## config.mk

```make
export PLATFORM = sky130hd
export DESIGN_NAME = wb_select_reg
export DESIGN_NICKNAME = d
export VERILOG_FILES = /design/src/rtl/wb_pkg.sv /design/src/rtl/load_extend.sv /design/src/rtl/wb_select_reg.sv
export SDC_FILE = /design/constraint.sdc
export NUM_CORES = 1
export LEC_CHECK = 0
export BUFFER_PORTS_ARGS = -buffer_cell sky130_fd_sc_hd__buf_2
export CAP_MARGIN = 40
export CORE_MARGIN = 4
export CORE_UTILIZATION = 35
export CTS_CLUSTER_SIZE = 28
export DETAILED_ROUTE_END_ITERATION = 8
export PLACE_DENSITY_LB_ADDON = 0.2
export SETUP_SLACK_MARGIN = 0.1
export SLEW_MARGIN = 10
export SYNTH_ARGS = -nofsm -noshare
export SYNTH_HDL_FRONTEND = slang
export SYNTH_HIERARCHICAL = 1
export SYNTH_SLANG_ARGS = --single-unit
```

## constraint.sdc

```tcl
create_clock -name clk -period 4.1 [get_ports clk]
set_clock_uncertainty 0.05 [all_clocks]
set_input_delay 0.82 -clock clk [delete_from_list [all_inputs] [get_ports clk]]
set_output_delay 0.82 -clock clk [all_outputs]
set_load 0.01 [all_outputs]
```

## src/rtl/wb_pkg.sv

```systemverilog
// Shared definitions for the write-back select stage:
// load size encodings and the saturating error-count increment.
package wb_pkg;

  localparam logic [1:0] LS_WORD = 2'b00;
  localparam logic [1:0] LS_HALF = 2'b01;
  localparam logic [1:0] LS_BYTE = 2'b10;
  localparam logic [1:0] LS_RSVD = 2'b11;

  function automatic logic [7:0] sat_inc(
    input logic [7:0] cnt
  );
    return (cnt == 8'hFF) ? cnt : cnt + 8'd1;
  endfunction

endpackage

```

## src/rtl/load_extend.sv

```systemverilog
// Byte/half lane extraction with sign or zero extension.
// Ports: data, load_size, load_signed, byte_off in; ext out.
module load_extend
  import wb_pkg::*;
#(
  parameter int WIDTH = 32
) (
  input  logic [WIDTH-1:0] data,
  input  logic [1:0]       load_size,
  input  logic             load_signed,
  input  logic [1:0]       byte_off,
  output logic [WIDTH-1:0] ext
);

  // Pad narrow words so every byte lane index stays in range.
  localparam int PW = (WIDTH < 32) ? 32 : WIDTH;

  logic [PW-1:0] wide;
  logic [7:0]    lane_b;
  logic [15:0]   lane_h;

  assign wide   = PW'(data);
  assign lane_b = wide[8*byte_off +: 8];
  assign lane_h = wide[16*byte_off[1] +: 16];

  always_comb begin
    ext = data;
    case (load_size)
      LS_BYTE: begin
        ext = {WIDTH{load_signed & lane_b[7]}};
        ext[7:0] = lane_b;
      end
      LS_HALF: begin
        ext = {WIDTH{load_signed & lane_h[15]}};
        ext[15:0] = lane_h;
      end
      default: ext = data;
    endcase
  end

endmodule

```

## src/rtl/wb_select_reg.sv

```systemverilog
// Registered write-back source select with load extension,
// stall/flush, out-of-range select error and saturating count.
module wb_select_reg
  import wb_pkg::*;
#(
  parameter int WIDTH   = 32,
  parameter int NUM_SRC = 6,
  parameter int SEL_W   = 3,
  parameter int MEM_SRC = 1,
  parameter int ADDR_W  = 5
) (
  input  logic                     clk,
  input  logic                     reset,
  input  logic                     in_valid,
  input  logic                     stall,
  input  logic                     flush,
  input  logic [SEL_W-1:0]         sel,
  input  logic [NUM_SRC*WIDTH-1:0] src_data,
  input  logic [1:0]               load_size,
  input  logic                     load_signed,
  input  logic [1:0]               byte_off,
  input  logic [ADDR_W-1:0]        dest_addr,
  output logic                     out_valid,
  output logic [WIDTH-1:0]         out_data,
  output logic [ADDR_W-1:0]        out_addr,
  output logic                     out_we,
  output logic                     sel_err,
  output logic [7:0]               err_count
);

  logic [WIDTH-1:0] mem_ext;
  logic [WIDTH-1:0] sel_data;
  logic             sel_oob;
  logic             capture;

  load_extend #(
    .WIDTH(WIDTH)
  ) u_ext (
    .data       (src_data[MEM_SRC*WIDTH +: WIDTH]),
    .load_size  (load_size),
    .load_signed(load_signed),
    .byte_off   (byte_off),
    .ext        (mem_ext)
  );

  // Extra bit keeps the compare right when NUM_SRC == 2**SEL_W.
  assign sel_oob = {1'b0, sel} >= (SEL_W+1)'(NUM_SRC);

  always_comb begin
    sel_data = '0;
    for (int k = 0; k < NUM_SRC; k++) begin
      if (sel == SEL_W'(k)) begin
        sel_data = (k == MEM_SRC) ? mem_ext
                 : src_data[k*WIDTH +: WIDTH];
      end
    end
  end

  assign capture = !flush && !stall;

  always_ff @(posedge clk or negedge reset) begin
    if (!reset) begin
      out_valid <= 1'b0;
      out_data  <= '0;
      out_addr  <= '0;
      sel_err   <= 1'b0;
    end else if (flush) begin
      out_valid <= 1'b0;
      sel_err   <= 1'b0;
    end else if (!stall) begin
      out_valid <= in_valid;
      out_data  <= sel_data;
      out_addr  <= dest_addr;
      sel_err   <= in_valid && sel_oob;
    end
  end

  always_ff @(posedge clk or negedge reset) begin
    if (!reset) begin
      err_count <= '0;
    end else if (capture && in_valid && sel_oob) begin
      err_count <= sat_inc(err_count);
    end
  end

  assign out_we = out_valid && (out_addr != '0);

endmodule

```

==> impl_metrics.py <==
metrics = {
    "worst_setup_path": {
        "crit_start": "load_size[0]",
        "ff2ff_setup_slack_ns": 2.54,
        "start_kind": "primary input",
        "cp.arrival_ns": 3.00,
        "r2r_end": "err_count[1]",
        "critPathRequiredTime_ns": 4.28,
        "endpoint_kind": "flop",
        "crit_type": "primary input to flop",
        "reg2regPathDepth": 5,
        "worstReg2RegStart": "err_count[0]",
        "critPathMaxFanout": 32,
    },
    "logic_synthesis": {
        "synth_seq_cells": 47,
        "async_reset_ff_share_pct": 100.0,
        "syn_inst": 455,
        "synth_area_leader_cell": "dfrtp_1",
        "synth_area_mm2": 0.004095,
        "ys_seq_area_share_pct": 28.72,
        "synthFlopType": "dfrtp_1",
        "yosys-top-cells-count": "47 x dfrtp_1, 39 x nand2_1, 33 x mux2i_1",
        "netlist_top_cells_area": "dfrtp_1 29%, mux2i_1 8.1%, a2bb2oi_1 4.3%",
        "yosysMostFrequentCell": "dfrtp_1",
        "netlist.area_leader.share_pct": 28.72,
        "synth_warnings": 6,
        "synth_edf_count": 0,
        "synth_nets": 668,
        "synth_cell_type_count": 51,
        "synth_area_per_cell_um2": 9.000,
    },
    "timing": {
        "max_freq_mhz": 353.8,
        "worst_pin_slew_ns": 0.8097,
        "whs_ns": 0.4282,
        "fin_setup_tns_ns": 0,
        "maxSlewViolCount": 0,
        "hold_violations": 0,
        "post-route-min-period_ns": 2.827,
        "rsz0062_at_grt": "no",
        "min_period_over_period_pct": 68.95,
        "finalSetupViolCount": 0,
        "slew_headroom_pct": 46.02,
    },
    "global_routing": {
        "grtUsageTotal_pct": 22.26,
        "grt_pass1_wl_um": 23470,
        "globalRouteOverflowTotal": 0,
        "antenna_found_initial": 0,
        "grt_max_degree": 66,
        "grt_pass1_vias": 4457,
    },
    "drt": {
        "post_drt_wl_per_cell_um": 19.23,
        "via_count": 4494,
        "routed_via_density": 5.467,
        "drt_iter0_drc": 255,
        "drt_first_pass_iters": 4,
        "antenna_left": 0,
        "drt-total-wl_um": 15800,
        "route.detailed.drc": 0,
    },
    "floorplanning": {
        "die_area_mm2": 0.01350,
        "coreArea_mm2": 0.01142,
        "die_w_um": 116.2,
        "io_pins": 258,
        "die-height_um": 116.2,
        "rows": 39,
        "start_util_pct": 35.86,
    },
    "run_status": {
        "status": "complete, no violations",
    },
    "clock_network": {
        "cts_tree": "yes",
        "postCtsSetupBuffers": 0,
        "cts_hold_buf": 0,
        "root_buffer": "clkbuf_16",
        "cts.sinks": 47,
        "cts_max_level": 2,
        "cts-buffers-inserted": 5,
        "clk_latency_ns": 0.29,
        "cts_resized": 0,
        "clk_pin_slew_worst_paths_ns": 0.07,
        "clk_path_buf_depth": 2,
    },
    "flow_run": {
        "drv_cap": 0,
    },
    "hold_path": {
        "hp-class": "flop to flop",
        "hold-path-cell-count": 2,
        "holdPathEnd": "out_data[26]",
        "hold_start": "out_data[26]",
    },
    "power_and_ir_drop": {
        "power.total_mw": 1.585,
        "p_leak_nw": 2.778,
        "irDropWorstVdd_mv": 0.1508,
        "p_per_area_mw_per_mm2": 286.9,
    },
    "final_layout": {
        "fin_nets": 891,
        "syn_to_final_growth_pct": 34.89,
        "num_antenna_cells": 0,
        "drive_above_1_share_pct": 43.15,
        "design_area_mm2": 0.005524,
    },
    "placed_design": {
        "port_buffers": 257,
        "place_hpwl_um": 12580,
        "routabilityCongestion": 0.8300,
        "placed_cell_area_mm2": 0.005371,
    },
}
where the power goes:
group          internal (mW)  switching, mW
sequential             0.532         0.0494
clock                  0.233          0.203
combinational          0.276          0.292
total                   1.04          0.544
per-layer routing:
metal,track usage (%),up-vias,part of all wire (%)
met4,5.414,0,1.7
met1,27.02,2069,39
li1,-,2203,-
met2,40.47,204,51
met3,4.404,18,8.3
met5,0,-,0
layout make-up:
class	instances	area, um2
fill	1155	5894
multi-input combinational	354	2633
timing repair buffer	264	1361
sequential	47	1176
tap	143	178.9
clock buffer	5	125.1
clock inverter	3	27.53
inverter	6	22.52
state kept, by name, summed over array words and instances (netlist names):
name,count
out_data,32
err_count,8
out_addr,5
out_valid,1
sel_err,1
metrics by stage:
| step | util, % | cells | worst slack, ns |
|---|---|---|---|
| 2_1_floorplan | - | 455 | 1.541 |
| 6_report | 48.38 | 822 | 1.273 |
| 3_5_place_dp | 47.04 | 814 | 0.9586 |
| 3_3_place_gp | 46.80 | 813 | 1.019 |
| 4_1_cts | 48.38 | 822 | 1.252 |
| 5_1_grt | 48.38 | 822 | 1.031 |
how the worst max path moves through the flow:
stage / end
3_3_place_gp: out_data[29]
6_report: out_data[16]
4_1_cts: out_data[20]
3_5_place_dp: out_data[20]
5_1_grt: out_data[20]
2_1_floorplan: out_data[23]
kinds of logic (layout without fill, tap and decap cells):
logic type | Yosys count | count (layout) | synth area share, %
compound gates | 184 | 184 | 35.63
simple gates | 119 | 119 | 15.28
buf+inv | 54 | 278 | 7.179
flops | 47 | 47 | 28.72
mux | 45 | 45 | 11.64
fa+ha+maj | 3 | 3 | 0.9167
xor+xnor | 3 | 3 | 0.6417
layout by cell type, fill, tap and decap left out, drive strengths merged, types with 4 or more instances in the layout:
master	count
buf	264
dfrtp	47
nand2	40
mux2i	33
o21ai	23
nor2b	21
o221ai	20
a2bb2oi	20
nor2	20
a211oi	19
o22a	19
a21o	16
o21a	15
nand3b	13
o211ai	12
o221a	12
mux2	12
a21oi	10
nand3	9
inv	8
a32oi	7
o2bb2ai	7
clkbuf	5
nand2b	4
worst max-delay path, cell delays in order:
cell,delay [ns]
buf_2,0.09
inv_1,0.04
ha_1,0.27
buf_4,0.24
inv_1,0.31
nand2_1,0.15
a21oi_4,0.38
a21o_1,0.14
nand3b_1,0.09
o21a_1,0.13
o211ai_1,0.14
o221a_1,0.19
Note: power is estimated with default switching activity, not from simulation.
